[config.mk]
export PLATFORM = sky130hd
export DESIGN_NAME = ifu_prefetch_flat
export DESIGN_NICKNAME = d
export VERILOG_FILES = /design/src/rtl/ifu_pkg.sv /design/src/rtl/ifu_prefetch_if.sv /design/src/rtl/ifu_prefetch_fetch_queue.sv /design/src/rtl/ifu_prefetch.sv /design/src/flat_wrapper.sv
export SDC_FILE = /design/constraint.sdc
export NUM_CORES = 1
export LEC_CHECK = 0
export ABC_AREA = 1
export CAP_MARGIN = 20
export CORE_UTILIZATION = 35
export CTS_BUF_LIST = sky130_fd_sc_hd__clkbuf_8
export CTS_CLUSTER_SIZE = 20
export DETAILED_ROUTE_END_ITERATION = 16
export PLACE_DENSITY_LB_ADDON = 0.3
export SYNTH_ARGS = -nofsm -noshare
export SYNTH_HDL_FRONTEND = slang
export SYNTH_HIERARCHICAL = 1
export SYNTH_SLANG_ARGS = --single-unit
[constraint.sdc]
create_clock -name ifu_clock_in -period 2.9 [get_ports ifu_clock_in]
set_clock_uncertainty 0.2 [all_clocks]
set_input_delay 0.435 -clock ifu_clock_in [delete_from_list [all_inputs] [get_ports ifu_clock_in]]
set_output_delay 0.435 -clock ifu_clock_in [all_outputs]
set_load 0.005 [all_outputs]
[src/rtl/ifu_pkg.sv]
// Shared encodings for the instruction prefetch unit.
// Latency: n/a (types and constants only).
// Backpressure: n/a.
package ifu_pkg;

    typedef enum logic [1:0] {
        FETCH = 2'd0,
        WAIT  = 2'd1,
        DRAIN = 2'd2
    } ifu_state_e;

    localparam logic [1:0] SEL_ABS = 2'b00;
    localparam logic [1:0] SEL_REL = 2'b01;
    localparam logic [1:0] SEL_RST = 2'b10;

endpackage

[src/rtl/ifu_prefetch_if.sv]
// Bundle of redirect, memory request/response and decode-side signals of the prefetch unit.
// Latency: n/a (wiring only).
// Backpressure: mem_req_ready_in stalls requests, ins_ready_in stalls the queue head.
interface ifu_prefetch_if #(
    parameter int ADDR_WIDTH  = 32,
    parameter int DATA_WIDTH  = 32,
    parameter int QUEUE_DEPTH = 4
);
    localparam int CNT_W = $clog2(QUEUE_DEPTH) + 1;

    logic                  redirect_valid_in;
    logic [1:0]            redirect_sel_in;
    logic [ADDR_WIDTH-1:0] pc_upd_addr_in;
    logic [ADDR_WIDTH-1:0] pc_offset_in;
    logic                  mem_req_valid_out;
    logic [ADDR_WIDTH-1:0] mem_req_addr_out;
    logic                  mem_req_ready_in;
    logic                  mem_resp_valid_in;
    logic [DATA_WIDTH-1:0] mem_resp_data_in;
    logic                  ins_valid_out;
    logic [DATA_WIDTH-1:0] ins_data_out;
    logic [ADDR_WIDTH-1:0] ins_pc_out;
    logic                  ins_ready_in;
    logic [CNT_W-1:0]      queue_count_out;

    modport master (
        input  redirect_valid_in, redirect_sel_in, pc_upd_addr_in, pc_offset_in,
        output mem_req_valid_out, mem_req_addr_out,
        input  mem_req_ready_in, mem_resp_valid_in, mem_resp_data_in,
        output ins_valid_out, ins_data_out, ins_pc_out, queue_count_out,
        input  ins_ready_in
    );

    modport slave (
        output redirect_valid_in, redirect_sel_in, pc_upd_addr_in, pc_offset_in,
        input  mem_req_valid_out, mem_req_addr_out,
        output mem_req_ready_in, mem_resp_valid_in, mem_resp_data_in,
        input  ins_valid_out, ins_data_out, ins_pc_out, queue_count_out,
        output ins_ready_in
    );

endinterface

[src/rtl/ifu_prefetch_fetch_queue.sv]
// Synchronous FIFO holding {pc, instruction} entries; clear beats push and pop.
// Latency: pushed entry visible at head the cycle after the push.
// Backpressure: pop on empty is ignored; caller must never push when full.
module fetch_queue #(
    parameter int  WIDTH = 64,
    parameter int  DEPTH = 4,
    localparam int PW    = $clog2(DEPTH),
    localparam int CW    = PW + 1
) (
    input  logic             clk,
    input  logic             rst,
    input  logic             clear,
    input  logic             push,
    input  logic [WIDTH-1:0] push_dat,
    input  logic             pop,
    output logic [CW-1:0]    count,
    output logic [WIDTH-1:0] head_dat
);

    logic [WIDTH-1:0] mem_q [DEPTH];
    logic [WIDTH-1:0] mem_d [DEPTH];
    logic [PW-1:0]    wr_ptr_q, wr_ptr_d, rd_ptr_q, rd_ptr_d;
    logic [CW-1:0]    count_q, count_d;
    logic             do_pop;

    always_comb begin
        mem_d    = mem_q;
        wr_ptr_d = wr_ptr_q;
        rd_ptr_d = rd_ptr_q;
        count_d  = count_q;
        do_pop   = pop && (count_q != '0);
        if (clear) begin
            wr_ptr_d = '0;
            rd_ptr_d = '0;
            count_d  = '0;
        end else begin
            if (push) begin
                mem_d[wr_ptr_q] = push_dat;
                wr_ptr_d        = wr_ptr_q + PW'(1);
            end
            if (do_pop) begin
                rd_ptr_d = rd_ptr_q + PW'(1);
            end
            count_d = count_q + CW'(push) - CW'(do_pop);
        end
    end

    always_ff @(posedge clk) begin
        if (rst) begin
            mem_q    <= '{default: '0};
            wr_ptr_q <= '0;
            rd_ptr_q <= '0;
            count_q  <= '0;
        end else begin
            mem_q    <= mem_d;
            wr_ptr_q <= wr_ptr_d;
            rd_ptr_q <= rd_ptr_d;
            count_q  <= count_d;
        end
    end

    assign count    = count_q;
    assign head_dat = mem_q[rd_ptr_q];

    no_push_when_full: assert property (@(posedge clk) disable iff (rst)
        !(push && !clear && count_q == CW'(DEPTH)));

endmodule

[src/rtl/ifu_prefetch.sv]
// Fetch PC owner: single-outstanding instruction fetch into a PC-tagged prefetch queue.
// Latency: request the cycle after reset release; response enters queue the cycle after it arrives.
// Backpressure: requests stop while the queue is full; decode stalls via ins_ready_in.
module ifu_prefetch
    import ifu_pkg::*;
#(
    parameter int                    ADDR_WIDTH  = 32,
    parameter int                    DATA_WIDTH  = 32,
    parameter int                    INS_BYTES   = 4,
    parameter int                    QUEUE_DEPTH = 4,
    parameter logic [ADDR_WIDTH-1:0] RESET_ADDR  = '0
) (
    input  logic           ifu_clock_in,
    input  logic           ifu_reset_in,
    ifu_prefetch_if.master bus
);

    localparam int CNT_W = $clog2(QUEUE_DEPTH) + 1;

    ifu_state_e                       state_q, state_d;
    logic [ADDR_WIDTH-1:0]            fpc_q, fpc_d;
    logic [ADDR_WIDTH-1:0]            req_addr_q, req_addr_d;
    logic [ADDR_WIDTH-1:0]            target;
    logic                             req_vld;
    logic                             push;
    logic                             pop;
    logic [CNT_W-1:0]                 count;
    logic [ADDR_WIDTH+DATA_WIDTH-1:0] head;

    always_comb begin
        case (bus.redirect_sel_in)
            SEL_REL: target = bus.pc_upd_addr_in + bus.pc_offset_in;
            SEL_RST: target = RESET_ADDR;
            SEL_ABS: target = bus.pc_upd_addr_in;
            default: target = bus.pc_upd_addr_in;
        endcase
    end

    assign req_vld = (state_q == FETCH) && (count < CNT_W'(QUEUE_DEPTH))
                     && !bus.redirect_valid_in && !ifu_reset_in;

    always_comb begin
        state_d    = state_q;
        fpc_d      = fpc_q;
        req_addr_d = req_addr_q;
        push       = 1'b0;
        case (state_q)
            FETCH: begin
                if (req_vld && bus.mem_req_ready_in) begin
                    req_addr_d = fpc_q;
                    fpc_d      = fpc_q + ADDR_WIDTH'(INS_BYTES);
                    state_d    = WAIT;
                end
            end
            WAIT: begin
                if (bus.mem_resp_valid_in) begin
                    push    = 1'b1;
                    state_d = FETCH;
                end
            end
            DRAIN: begin
                if (bus.mem_resp_valid_in) begin
                    state_d = FETCH;
                end
            end
            default: state_d = FETCH;
        endcase
        // A redirect never issues (req_vld is low), so only WAIT needs to remember the
        // in-flight response; DRAIN keeps its own resp->FETCH exit so it cannot deadlock.
        if (bus.redirect_valid_in) begin
            push  = 1'b0;
            fpc_d = target;
            if (state_q == WAIT && !bus.mem_resp_valid_in) begin
                state_d = DRAIN;
            end
        end
    end

    always_ff @(posedge ifu_clock_in) begin
        if (ifu_reset_in) begin
            state_q    <= FETCH;
            fpc_q      <= RESET_ADDR;
            req_addr_q <= '0;
        end else begin
            state_q    <= state_d;
            fpc_q      <= fpc_d;
            req_addr_q <= req_addr_d;
        end
    end

    assign pop = bus.ins_valid_out && bus.ins_ready_in;

    fetch_queue #(
        .WIDTH(ADDR_WIDTH + DATA_WIDTH),
        .DEPTH(QUEUE_DEPTH)
    ) u_queue (
        .clk      (ifu_clock_in),
        .rst      (ifu_reset_in),
        .clear    (bus.redirect_valid_in),
        .push     (push),
        .push_dat ({req_addr_q, bus.mem_resp_data_in}),
        .pop      (pop),
        .count    (count),
        .head_dat (head)
    );

    assign bus.mem_req_valid_out = req_vld;
    assign bus.mem_req_addr_out  = fpc_q;
    assign bus.ins_valid_out     = (count != '0);
    assign bus.ins_pc_out        = head[ADDR_WIDTH+DATA_WIDTH-1:DATA_WIDTH];
    assign bus.ins_data_out      = head[DATA_WIDTH-1:0];
    assign bus.queue_count_out   = count;

endmodule

[src/flat_wrapper.sv]
// flat-port wrapper written by rule: the top's interface ports become plain ports
module ifu_prefetch_flat import ifu_pkg::*;
#(
    parameter int                    ADDR_WIDTH  = 32,
    parameter int                    DATA_WIDTH  = 32,
    parameter int                    INS_BYTES   = 4,
    parameter int                    QUEUE_DEPTH = 4,
    parameter logic [ADDR_WIDTH-1:0] RESET_ADDR  = '0
)
  (ifu_clock_in, ifu_reset_in, bus_redirect_valid_in, bus_redirect_sel_in, bus_pc_upd_addr_in, bus_pc_offset_in, bus_mem_req_valid_out, bus_mem_req_addr_out, bus_mem_req_ready_in, bus_mem_resp_valid_in, bus_mem_resp_data_in, bus_ins_valid_out, bus_ins_data_out, bus_ins_pc_out, bus_queue_count_out, bus_ins_ready_in);
  ifu_prefetch_if #(.ADDR_WIDTH(ADDR_WIDTH), .DATA_WIDTH(DATA_WIDTH), .QUEUE_DEPTH(QUEUE_DEPTH)) bus_i ();
  input  logic ifu_clock_in;
  input  logic ifu_reset_in;
  input wire logic [$bits(bus_i.redirect_valid_in)-1:0] bus_redirect_valid_in;
  input wire logic [$bits(bus_i.redirect_sel_in)-1:0] bus_redirect_sel_in;
  input wire logic [$bits(bus_i.pc_upd_addr_in)-1:0] bus_pc_upd_addr_in;
  input wire logic [$bits(bus_i.pc_offset_in)-1:0] bus_pc_offset_in;
  output wire logic [$bits(bus_i.mem_req_valid_out)-1:0] bus_mem_req_valid_out;
  output wire logic [$bits(bus_i.mem_req_addr_out)-1:0] bus_mem_req_addr_out;
  input wire logic [$bits(bus_i.mem_req_ready_in)-1:0] bus_mem_req_ready_in;
  input wire logic [$bits(bus_i.mem_resp_valid_in)-1:0] bus_mem_resp_valid_in;
  input wire logic [$bits(bus_i.mem_resp_data_in)-1:0] bus_mem_resp_data_in;
  output wire logic [$bits(bus_i.ins_valid_out)-1:0] bus_ins_valid_out;
  output wire logic [$bits(bus_i.ins_data_out)-1:0] bus_ins_data_out;
  output wire logic [$bits(bus_i.ins_pc_out)-1:0] bus_ins_pc_out;
  output wire logic [$bits(bus_i.queue_count_out)-1:0] bus_queue_count_out;
  input wire logic [$bits(bus_i.ins_ready_in)-1:0] bus_ins_ready_in;
  assign bus_i.redirect_valid_in = bus_redirect_valid_in;
  assign bus_i.redirect_sel_in = bus_redirect_sel_in;
  assign bus_i.pc_upd_addr_in = bus_pc_upd_addr_in;
  assign bus_i.pc_offset_in = bus_pc_offset_in;
  assign bus_mem_req_valid_out = bus_i.mem_req_valid_out;
  assign bus_mem_req_addr_out = bus_i.mem_req_addr_out;
  assign bus_i.mem_req_ready_in = bus_mem_req_ready_in;
  assign bus_i.mem_resp_valid_in = bus_mem_resp_valid_in;
  assign bus_i.mem_resp_data_in = bus_mem_resp_data_in;
  assign bus_ins_valid_out = bus_i.ins_valid_out;
  assign bus_ins_data_out = bus_i.ins_data_out;
  assign bus_ins_pc_out = bus_i.ins_pc_out;
  assign bus_queue_count_out = bus_i.queue_count_out;
  assign bus_i.ins_ready_in = bus_ins_ready_in;
  ifu_prefetch #(.ADDR_WIDTH(ADDR_WIDTH), .DATA_WIDTH(DATA_WIDTH), .INS_BYTES(INS_BYTES), .QUEUE_DEPTH(QUEUE_DEPTH), .RESET_ADDR(RESET_ADDR)) u_core (.ifu_clock_in(ifu_clock_in), .ifu_reset_in(ifu_reset_in), .bus(bus_i));
endmodule
Word-level counts from Yosys, hierarchy flattened
Index checks and enable logic that the tools add are counted.

word-level totals
  register bits after elaboration = 329
  latch bits = 0
  bits in writable memories = 0
  ROM bits = 0
  bits of input ports = 104
  output and inout bits = 101
  logic and storage cells = 65
  memories kept = 0

cells by class
  add/subtract/negate cells = 6
  multiply operators = 0
  divide/modulo/power cells = 0
  magnitude comparators = 4
  equal/unequal tests = 4
  shift-type cells = 0
  multiplexer cells = 18
  bitwise operators = 3
  reductions and logical operators = 20

operators with widths
  cell                                                                    count
  256-bit bitwise mux                                                     1
  64-bit 2-to-1 mux                                                       3
  64-bit binary-select mux with 2-bit select                              1
  64-bit demux with 2-bit select                                          1
  32-bit 2-to-1 mux                                                       3
  32-bit case mux with 2 select lines                                     1
  32-bit by 3-bit adder with 32-bit output (second input constant)        1
  32-bit adder                                                            1
  1-bit logical AND                                                       8
  2-bit 2-to-1 mux                                                        4
  3-bit >= comparator (second input constant)                             2
  2-bit inverter with 3-bit output                                        2
  2-bit AND reduction                                                     3
  2-bit by 1-bit adder with 2-bit output (second input constant)          2
  2-bit by 1-bit equality test with 1-bit output (second input constant)  2
  2-bit equality test (second input constant)                             2
  2-bit case mux with 2 select lines                                      1
  2-bit nonzero test                                                      2
  2-bit OR reduction                                                      2
  3-bit by 1-bit adder with 3-bit output                                  1
  1-bit logical NOT                                                       3
  3-bit by 1-bit < comparator with 1-bit output (second input constant)   1
  3-bit < comparator (second input constant)                              1
  1-bit 2-to-1 mux                                                        3
  4 further kinds                                                         4

Depth between registers and ports, before layout
Gate-level depths: netlist (run 1).

  depth after elaboration = 9
  depth in mapped cells = 15
  gate-level depth less buffers = 15

By module
The synthesis (run 1) kept the hierarchy.

by module, submodules not included
  module        instances  cells each  area an instance (um^2)  sequential area each (um^2)
  fetch_queue   1          1,592       11,115.7                 5,265.0
  ifu_prefetch  1          1,022       5,934.4                  1,321.3

Least setup slack after synthesis (run 1)
Ideal clock, no wire load.

  path kind = register -> register
  from = register u_core.u_queue.count_q[2], in the netlist u_core/u_queue/count[2]
  to = register u_core.u_queue.count_q[2], in the netlist u_core/u_queue/count[2]
  library setup time = 0.115 ns
  arrival = 2.026 ns
  required time = 2.585 ns
  slack = 0.559 ns
  cell stages (with the launch flop) = 10
  buffers on the path = 0
  clock period less this slack = 2.341 ns
  cell sequence = dfxtp_1 or3_1 and2_1 a21boi_0 ha_1 inv_1 ha_1 fa_1 a21oi_1 nor2_1

between the ends
  longest elaborated chain between the ends = 4
  elaborated cells on any way between the ends = 5
  classes of those cells = add/sub: 2; reduce/logical: 3

RTL lines
  what                                         RTL line                        text
  start: declaration                           ifu_prefetch_fetch_queue.sv:23  logic [CW-1:0] count_q, count_d;
  start signal: assignment                     ifu_prefetch_fetch_queue.sv:58  count_q <= count_d;
  3-bit nonzero test                           ifu_prefetch.sv:109             assign bus.ins_valid_out = (count != '0);
  named net bus_ins_valid_out                  flat_wrapper.sv:23              output wire logic [$bits(bus_i.ins_valid_out)-1:0] bus_ins_valid_out;
  1-bit logical AND                            ifu_prefetch.sv:91              assign pop = bus.ins_valid_out && bus.ins_ready_in;
  named net u_core.pop                         ifu_prefetch.sv:26              logic pop;
  1-bit logical AND                            ifu_prefetch_fetch_queue.sv:31  do_pop = pop && (count_q != '0);
  named net u_core.u_queue.do_pop              ifu_prefetch_fetch_queue.sv:24  logic do_pop;
  3-bit by 1-bit subtractor with 3-bit output  ifu_prefetch_fetch_queue.sv:44  count_d = count_q + CW'(push) - CW'(do_pop);

The timed path passes the listed nets, and every way through them passes these cells.
A chain may end at the register's enable or synchronous reset.

Worst setup path after layout (run 1)
  from = register u_core.u_queue.rd_ptr_q[0]
  to = output bus_ins_pc_out[3]

between the ends
  longest elaborated chain between the ends = 4

RTL lines
  what                                                    RTL line                        text
  start: declaration                                      ifu_prefetch_fetch_queue.sv:22  logic [PW-1:0] wr_ptr_q, wr_ptr_d, rd_ptr_q, rd_ptr_d;
  start signal: assignment                                ifu_prefetch_fetch_queue.sv:57  rd_ptr_q <= rd_ptr_d;
  2-bit inverter with 3-bit output (implied by the code)  ifu_prefetch_fetch_queue.sv:63  assign head_dat = mem_q[rd_ptr_q];
  64-bit binary-select mux with 2-bit select              ifu_prefetch_fetch_queue.sv:63
  64-bit 2-to-1 mux (implied by the code) (2 in a row)    ifu_prefetch_fetch_queue.sv:63
  end: declaration                                        flat_wrapper.sv:25              output wire logic [$bits(bus_i.ins_pc_out)-1:0] bus_ins_pc_out;

No other way between the ends. The select of a mux whose other input is x is not followed.

==> results of run 1 <==
==> state kept, by name, summed over array words and instances, names as in the netlist <==
signal                       flops
u_core/state_q                   2
u_core/req_addr_q               32
u_core/bus.mem_req_addr_out     32
u_core/u_queue/mem_q           256
u_core/u_queue/wr_ptr_q          2
u_core/u_queue/count             3
u_core/u_queue/rd_ptr_q          2
==> per-stage QoR <==
step                      utilization (%)  area [um^2]  power (uW)
after floorplan                         -        17100        5360
after global placement               41.7        20000        5930
after detailed placement             41.7        20000        5940
after CTS                            45.1        21600       10500
after global routing                 45.5        21800       10800
final                                45.5        21800       10400
==> cells in the mapped netlist, drive strengths merged (2+ instances only) <==
| cell type | count |
|---|---|
| nand3b | 6 |
| xor2 | 8 |
| o31ai | 2 |
| nand3 | 67 |
| or2 | 9 |
| o21ai | 252 |
| fa | 2 |
| o211a | 2 |
| nor2 | 276 |
| ha | 42 |
| buf | 88 |
| a21oi | 371 |
| a211oi | 5 |
| o221ai | 2 |
| dfxtp | 329 |
| and2 | 3 |
| o211ai | 4 |
| clkinv | 2 |
| nor3 | 17 |
| xnor2 | 8 |
| inv | 155 |
| clkbuf | 67 |
| o21bai | 3 |
| nand4 | 15 |
| nand2 | 868 |
==> path summary, 6_finish.rpt <==
check / slack (ns) / end / startpoint
min reg2reg: 0.26 / u_core/u_queue/mem_q[103] / u_core/u_queue/mem_q[103]
min: 0.26 / u_core/u_queue/mem_q[103] / u_core/u_queue/mem_q[103]
max reg2reg: 0.39 / u_core/u_queue/count[2] / u_core/u_queue/count[2]
max: 0.08 / bus_ins_pc_out[3] / u_core/u_queue/rd_ptr_q[0]
==> cells by family (layout without fill, tap and decap cells) <==
logic type               count (synthesis)  after routing  share of synthesized area (%)
AND/OR/NAND/NOR                       1264           1264                           29.5
AO/OA/AOI/OAI                          649            649                           19.5
flip-flops                             329            329                           38.6
buffers and inverters                  312            578                           8.22
adder cells (fa/ha/maj)                 44             44                           3.32
XOR/XNOR                                16             16                          0.822
==> power groups by stage <==
stage | clock network (uW) | logic, uW | registers [uW]
floorplan | 0 | 620 | 4740
global placement | 0 | 1160 | 4770
detailed placement | 0 | 1160 | 4770
CTS | 4660 | 1170 | 4670
global route | 4850 | 1310 | 4690
finish | 4550 | 1190 | 4680
==> repair_timing <==
| action | CTS | global route |
|---|---|---|
| gates cloned | 7 | 3 |
| hold endpoints to repair | 37 | 0 |
| pin swaps | 2 | 2 |
| endpoints found under the setup margin | 64 | 17 |
| resized for setup | 78 | 25 |
| hold buffers | 1 | 0 |
| buffers inserted | 13 | 7 |
==> cells in the final DEF, fill, tap and decap left out, types with 5 or more instances in the layout <==
master and n:
nand3b_1 6, clkbuf_8 79, nand4_1 15, o21ai_1 64, or2_2 7, xor2_1 8, a211oi_1 5, xnor2_1 8
nor2_2 5, buf_6 5, dlygate4sd2_1 43, a21oi_1 371, nand2_1 864, dlymetal6s2s_1 8, inv_2 8, nand3_4 5
buf_4 70, dfxtp_1 327, inv_1 162, o21ai_0 187, buf_12 23, ha_1 42, buf_16 8, clkinv_2 6
clkdlybuf4s50_1 148, nand3_1 61, nor3_1 14, nor2_1 269
==> metal layers <==
layer / vias to the layer above / GRT usage, % / part of all wire, %
li1: 8926 / - / -
met1: 8440 / 30.7 / 45
met2: 683 / 39.1 / 46
met3: 94 / 3.98 / 6.8
met4: 2 / 7.56 / 2.1
met5: - / 0 / 0.017
==> final cells by class <==
cell class,instances,area (um^2),share of cell area (%)
Multi-Input combinational cell,1973,9130,41.9
Sequential cell,329,6590,30.3
Timing Repair Buffer,315,3420,15.7
Clock buffer,79,1090,4.99
Tap cell,615,769,3.53
Inverter,157,602,2.76
Clock inverter,26,165,0.759
Timing Repair inverter,1,11.3,0.0517
==> worst register-to-register path: cells and delay by family (launching register included) <==
family	cells	cell delay, ns
and+or+nand+nor	3	0.70
adders and majority gates	3	0.86
buffers and inverters	1	0.04
DFF	1	0.31
AOI/OAI and AO/OA	2	0.29
==> run metrics, run 1 <==
CTS buffer count 57; synthesized area per cell 6.52 um^2; slowest cell delay on critical path 0.48 ns; Yosys reg bits 329; die width 223 um; clk_lat worst skew 0.64 ns; Sw Share 26.5%; Die H 223 um; Warnings, synthesis 6; register area share after synthesis 38.6%; hold slack 0.259 ns; Cells after DPL 3,359; first-pass GRT wire length 93.3 mm; Clock Tree Buf Depth 3; final non-filler cell total 3,495; Initial Util 35.6%; cell-internal power 7650 uW; CP Depth 9; Filler cells 4,932; slew margin rel. 45.5%; wire per inst 17.2 um; Power per Cell Area 478 mW/mm^2; pin count of the biggest net entering global routing 173; clk root buf clkbuf_8; cells along the critical path inv_12, buf_12, buf_12, buf_16, nor2_2, nor2_1, o21ai_1, o21ai_1, dlygate4sd2_1; DRC Markers 0; P_leak 0.00904 uW; Worst-path clk slew 0.06 ns; Final Setup Violations 0; sequential share of power 44.9%; Hold Crit Class reg -> reg; final setup TNS 0 ns; slowest CP cell dfxtp_4; Crit path max-delay family buffers and inverters; Mapped Area 0.0171 mm^2; crit path kind reg -> out; vias per cell 5.19; DRT iter0 DRCs 1,342; Worst VDD drop 0.287 mV; GRT Overall Usage 23.5%; CORE AREA 0.0478 mm^2; row count 80; vias 18,100; initial antenna violation count 1; Layout area overhead 27.7%; switching power 2760 uW; num ports 205; Slew Limit Fails 0; vias in the first global route 17,200; dominant synthesized flop cell dfxtp_1; Startpoint Class register; fin worst setup slack 0.0805 ns; asr flop ratio synth 0%; antenna cells 0; Critical Path RT 2.27 ns; Port Buffers 204; synth unique cells 51; Syn Nets 2,762; Final GP Congestion 0.906; FF-to-FF path depth 9; most area-hungry cell type in the Yosys netlist dfxtp_1; Max FO, Critical Path 20; top cells by area, synth dfxtp_1 39%, nand2_1 19%, a21oi_1 11%; Yosys top cell area share 38.6%; combinational share of power 11.4%; share of cells above drive strength 1 8.40%; Buf/Inv on CP 5; clock share of power 43.7%; max-cap violation count 0; period utilization 97.2%; Max Freq 355 MHz; HPWL after DPL 38.2 mm; fin crit period 2.82 ns; Worst Tran Pin Value 0.818 ns; CP endpoint kind output port; Routed Antenna Nets 0; Die ar. 0.0496 mm^2; 1st-pass router iterations 6; arrival time worst endpoint 2.18 ns; CTS sink cnt 329; EDFF count, synth 0; Max H-tree Level 2; gr ovfl total 0; DRT Wirelength 60.1 mm; worst hold path stage count 2; Cells after Synth 2,614; CTS tree done; status completed; worst slack at placement 0.00507 ns; post-layout net count 2,982; Final Hold Viols 0
(Power assumes the default switching activity.)
==> inputs of run 2 (changes only) <==
--- a/config.mk
+++ b/config.mk
@@ -7,6 +7,7 @@
 export LEC_CHECK = 0
 export ABC_AREA = 1
 export CAP_MARGIN = 20
+export CORE_ASPECT_RATIO = 0.6
 export CORE_UTILIZATION = 35
 export CTS_BUF_LIST = sky130_fd_sc_hd__clkbuf_8
 export CTS_CLUSTER_SIZE = 20
==> run 2 against run 1 <==
  * Via count is 0.37% lower
  * Final area decreased by 0.66%
  * Setup slack got worse by 0.025 ns
  * Die area about the same
  * Total power decreased by 3.9%
  * Critical endpoint is now bus_ins_pc_out[22]
  * Register-to-register slack better by 0.03 ns
==> run metrics, run 2 (synthesis results as in run 1) <==
status completed; Clock Tree Buf Depth 3; Area after DPL 0.0202 mm^2; 1st-pass router iterations 5; max reg flops 256; Slew Limit Fails 0; crit path kind reg -> out; Worst Tran Pin Value 1.26 ns; period utilization 98.1%; clock share of power 41.4%; CTS buffer count 50; crit path from u_core/u_queue/rd_ptr_q[0]; Worst-path clk slew 0.06 ns; Final Setup Violations 0; Sw Share 26.8%; DRC Markers 0; clk root buf clkbuf_8; clk_lat worst skew 0.61 ns; CTS tree done; combinational share of power 12.0%; Layout area overhead 26.9%; area of the multi-input gates 0.00915 mm^2; wire per inst 16.8 um; Critical Path RT 2.27 ns; num ports 205; initial antenna violation count 1; CORE AREA 0.0479 mm^2; Max H-tree Level 2; Die ar. 0.0496 mm^2; finished layout cell area 0.0216 mm^2; post-layout net count 2,980; share of cells above drive strength 1 8.35%; pin count of the biggest net entering global routing 214; RSZ-0062 raised after global routing yes; P_leak 0.00918 uW; Max FO, Critical Path 10; Worst VDD drop 0.264 mV; first-pass GRT wire length 91.8 mm; reg-to-reg slack, setup 0.42 ns; slew margin rel. 15.9%; vias in the first global route 16,700; Initial Util 35.6%; Top reg by flops u_core/u_queue/mem_q; row count 62; Routed Antenna Nets 0; cell-internal power 7320 uW; gr ovfl total 0; die width 287 um; Filler cells 4,870; fin crit period 2.84 ns; Max Freq 352 MHz; Final GP Congestion 0.942; most frequent cells in the layout 864 x nand2_1, 371 x a21oi_1, 327 x dfxtp_1; FF-to-FF path depth 10; register area 0.00659 mm^2; Startpoint Class register; Hold Crit Class reg -> reg; worst hold path stage count 2; arrival time worst endpoint 2.21 ns; commonest non-fill, non-tap cell in the layout nand2_1; Die H 173 um; GRT Overall Usage 23.0%; DRT iter0 DRCs 1,834; HPWL after DPL 39.1 mm; vias 18,100; CTS sink cnt 329; CP endpoint kind output port; Worst R2R Start u_core/u_queue/count[1]; switching power 2680 uW; max-cap violation count 0; Worst R2R End u_core/u_queue/count[2]; Worst Setup EP bus_ins_pc_out[22]; Power per Cell Area 462 mW/mm^2; Final Hold Viols 0; sequential share of power 46.6%; DRT Wirelength 59.1 mm; share of the core filled with cells 45.1%; Port Buffers 204; vias per cell 5.14
-- run 2: cell count changes in the layout (fill, tap and decap cells not counted), sizes merged, moves of 2 or more --
cell / delta
buf: +7
clkbuf: -11
clkdlybuf4s50: -4
clkinv: -2
clkinvlp: -2
diode: +2
dlygate4sd2: -9
dlymetal6s2s: +14
-- run 2: worst min-delay path by stage --
stage	start	endpoint	slack (ns)
finish	u_core/u_queue/mem_q[85]	u_core/u_queue/mem_q[85]	0.26
global route	bus_mem_resp_data_in[6]	u_core/u_queue/mem_q[198]	0.27
CTS	bus_mem_resp_data_in[15]	u_core/u_queue/mem_q[143]	0.26
detailed placement	u_core/u_queue/mem_q[249]	u_core/u_queue/mem_q[249]	0.25
global placement	u_core/u_queue/mem_q[71]	u_core/u_queue/mem_q[71]	0.25
floorplan	u_core/u_queue/mem_q[100]	u_core/u_queue/mem_q[100]	0.24
-- run 2: layout make-up --
cell class / count / area share, %
diodes: 2 / 0.0231
clock buffers: 70 / 4.45
well taps: 640 / 3.70
flip-flops and latches: 329 / 30.5
multi-input cells: 1973 / 42.3
clock inverters: 23 / 0.613
inverters: 157 / 2.78
repair buffers: 321 / 15.6
-- run 2: layer usage --
metal / up-vias / global-route usage [%] / routed length (um)
met3: 78 / 3.91 / 4700
met2: 638 / 34.6 / 25200
met1: 8456 / 33.6 / 28000
met5: - / 0 / 0
met4: 0 / 6.12 / 1190
li1: 8906 / - / -
-- run 2: worst max-delay path, stage by stage, from the launching register on --
cell	delay, ns
dfxtp_4	0.41
inv_12	0.12
buf_4	0.13
buf_4	0.11
nor2_2	0.04
o21ai_2	0.16
buf_4	0.15
clkdlybuf4s50_1	0.49
-- run 2: through the flow --
step	instances	TNS (ns)	worst slack, ns	total power, uW	hold WS [ns]
after floorplan	2614	0	0.559	5360	0.240
after global placement	3400	-0.125	-0.0890	5940	0.248
after detailed placement	3400	-0.127	-0.0746	5950	0.252
after CTS	3510	-0.000472	-0.000472	10100	0.262
after global routing	3514	-0.0695	-0.0660	10400	0.273
final	3515	0	0.0555	10000	0.261
-- run 2: power groups by stage --
stage / registers, uW / clock network (uW) / logic, uW
6_report: 4660 / 4140 / 1200
5_1_grt: 4670 / 4440 / 1310
4_1_cts: 4660 / 4220 / 1190
3_5_place_dp: 4760 / 0 / 1190
3_3_place_gp: 4760 / 0 / 1180
2_1_floorplan: 4740 / 0 / 620
-- run 2: what timing repair did --
action / CTS / global route
cloned: 4 / 1
setup endpoints to repair: 63 / 25
pin swaps: 0 / 2
setup buffers: 12 / 2
endpoints found under the hold margin: 4 / 0
hold buffers: 1 / 0
resized for setup: 62 / 28
==> inputs of run 3 (changes only) <==
--- a/config.mk
+++ b/config.mk
@@ -8,6 +8,7 @@
 export ABC_AREA = 1
 export CAP_MARGIN = 20
 export CORE_ASPECT_RATIO = 0.6
+export CORE_MARGIN = 4
 export CORE_UTILIZATION = 35
 export CTS_BUF_LIST = sky130_fd_sc_hd__clkbuf_8
 export CTS_CLUSTER_SIZE = 20
==> run 3 against run 2 <==
  * Combinational power barely moved
  * Via count rose by 1.2%
  * Maximum frequency fell by 0.91%
  * Die area rose by 5.6%
  * Flip-flop and latch count did not move
==> run metrics, run 3 (synthesis results as in run 1) <==
Final Hold Viols 0; min-delay src u_core/u_queue/mem_q[76]; reg-to-reg slack, setup 0.32 ns; metal2 WL 27.0 mm; metal3 WL 5.61 mm; Initial Util 35.5%; GRT Overall Usage 22.2%; Final GP Congestion 0.974; 1st-pass router iterations 6; Layout area overhead 26.2%; RSZ-0062 raised after global routing yes; clk root buf clkbuf_8; CP endpoint kind output port; die width 293 um; Hold Crit Class reg -> reg; max-cap violation count 0; final setup TNS 0 ns; clk_lat worst skew 0.59 ns; Routed Antenna Nets 0; gr ovfl total 0; Power per Cell Area 456 mW/mm^2; first-pass GRT wire length 94.2 mm; P_leak 0.00910 uW; Worst R2R Start u_core/bus.mem_req_addr_out[14]; status completed; FF-to-FF path depth 8; vias in the first global route 17,300; Worst R2R End u_core/bus.mem_req_addr_out[22]; Die ar. 0.0524 mm^2; CTS sink cnt 329; Area after DPL 0.0200 mm^2; Sw Share 26.7%; wire per inst 17.7 um; row count 62; most frequent cells in the layout 864 x nand2_1, 371 x a21oi_1, 327 x dfxtp_1; clock share of power 40.5%; DRC Markers 0; Critical Path RT 2.27 ns; Max H-tree Level 2; Worst-path clk slew 0.06 ns; max reg flops 256; Slew Limit Fails 0; DRT Wirelength 62.0 mm; Port Buffers 204; slew margin rel. 21.8%; fin crit period 2.87 ns; arrival time worst endpoint 2.24 ns; switching power 2620 uW; M1 WL 28.0 mm; DRT iter0 DRCs 2,045; cell-internal power 7180 uW; period utilization 99.0%; Die H 179 um; hold slack 0.262 ns; top sig layer met4; hold path endpoint u_core/u_queue/mem_q[76]; pin count of the biggest net entering global routing 233; Worst VDD drop 0.251 mV; Final Setup Violations 0; initial antenna violation count 1; finished layout cell area 0.0215 mm^2; num ports 205; Worst Tran Pin Value 1.17 ns; worst hold path stage count 2; crit path kind reg -> out; Filler cells 4,809; CORE AREA 0.0480 mm^2; commonest non-fill, non-tap cell in the layout nand2_1; CTS buffer count 50; Top reg by flops u_core/u_queue/mem_q; sequential share of power 47.6%; CTS tree done; Clock Tree Buf Depth 3; vias 18,300; Startpoint Class register; Max FO, Critical Path 12; HPWL after DPL 39.0 mm; Max Freq 348 MHz; post-layout net count 2,974; share of cells above drive strength 1 7.89%; combinational share of power 11.9%; vias per cell 5.22
-- run 3: cell count changes in the layout (fill, tap and decap cells not counted), moves of 3 or more --
cell	change
buf_4	-11
buf_6	+4
clkdlybuf4s50_1	-3
inv_1	+3
buf_12	-4
bufbuf_16	-3
buf_16	+3
clkbuf_8	-6
dlygate4sd2_1	+7
clkbuf_16	+4
o21ai_0	-8
o21ai_1	+8
-- run 3: how the worst max path moves through the flow --
stage	from	endpoint	slack [ns]	cells past startpoint
2_1_floorplan	u_core/u_queue/count[2]	u_core/u_queue/count[2]	0.56	9
3_3_place_gp	bus_pc_upd_addr_in[0]	u_core/bus.mem_req_addr_out[28]	-0.08	16
3_5_place_dp	bus_pc_upd_addr_in[0]	u_core/bus.mem_req_addr_out[28]	-0.09	15
4_1_cts	u_core/u_queue/rd_ptr_q[0]	bus_ins_pc_out[25]	-0.08	8
5_1_grt	u_core/u_queue/rd_ptr_q[0]	bus_ins_pc_out[11]	-0.02	8
6_report	u_core/u_queue/rd_ptr_q[0]	bus_ins_data_out[31]	0.03	7
-- run 3: stage by stage --
step	util, %	std cells	power (uW)	setup slack [ns]
6_report	44.8	3504	9800	0.0294
3_3_place_gp	41.6	3384	5920	-0.0830
5_1_grt	44.8	3504	10200	-0.0245
4_1_cts	44.2	3488	9880	-0.0802
3_5_place_dp	41.6	3384	5920	-0.0915
2_1_floorplan	-	2614	5360	0.559
-- run 3: repair_timing --
action                     CTS  global route
hold buffers                 1             0
setup buffers                9             9
gates cloned                 5             6
pin swaps                    0             2
gates resized for setup     73            36
hold endpoints to repair     9             0
setup endpoints to repair   64            24
-- run 3: area by class of cell --
type	count	area, um^2	area share [%]
multi-input cells	1973	9150	42.5
flip-flops and latches	329	6590	30.7
repair buffers	313	3320	15.4
clock buffers	63	867	4.03
well taps	640	801	3.72
inverters	157	602	2.80
clock inverters	26	160	0.745
repair inverters	2	17.5	0.0814
diodes	1	2.50	0.0116
-- run 3: layer usage --
| metal | up-vias | track usage, % |
|---|---|---|
| met5 | - | 0 |
| met4 | 0 | 6.30 |
| met3 | 103 | 4.59 |
| met2 | 763 | 34.7 |
| met1 | 8554 | 31.1 |
| li1 | 8880 | - |
-- run 3: power by group through the flow --
stage | registers, uW | clock network [uW] | logic, uW
after floorplan | 4740 | 0 | 620
after global placement | 4770 | 0 | 1150
after detailed placement | 4760 | 0 | 1160
after CTS | 4670 | 4050 | 1160
after global routing | 4670 | 4260 | 1300
final | 4670 | 3970 | 1170
-- run 3: worst max-delay path, stage by stage, from the launching register on --
cell and delay, ns:
dfxtp_4 0.44, buf_4 0.17, buf_6 0.12, buf_4 0.13, clkbuf_16 0.18, o21ai_1 0.22
o21ai_1 0.11, dlygate4sd2_1 0.28
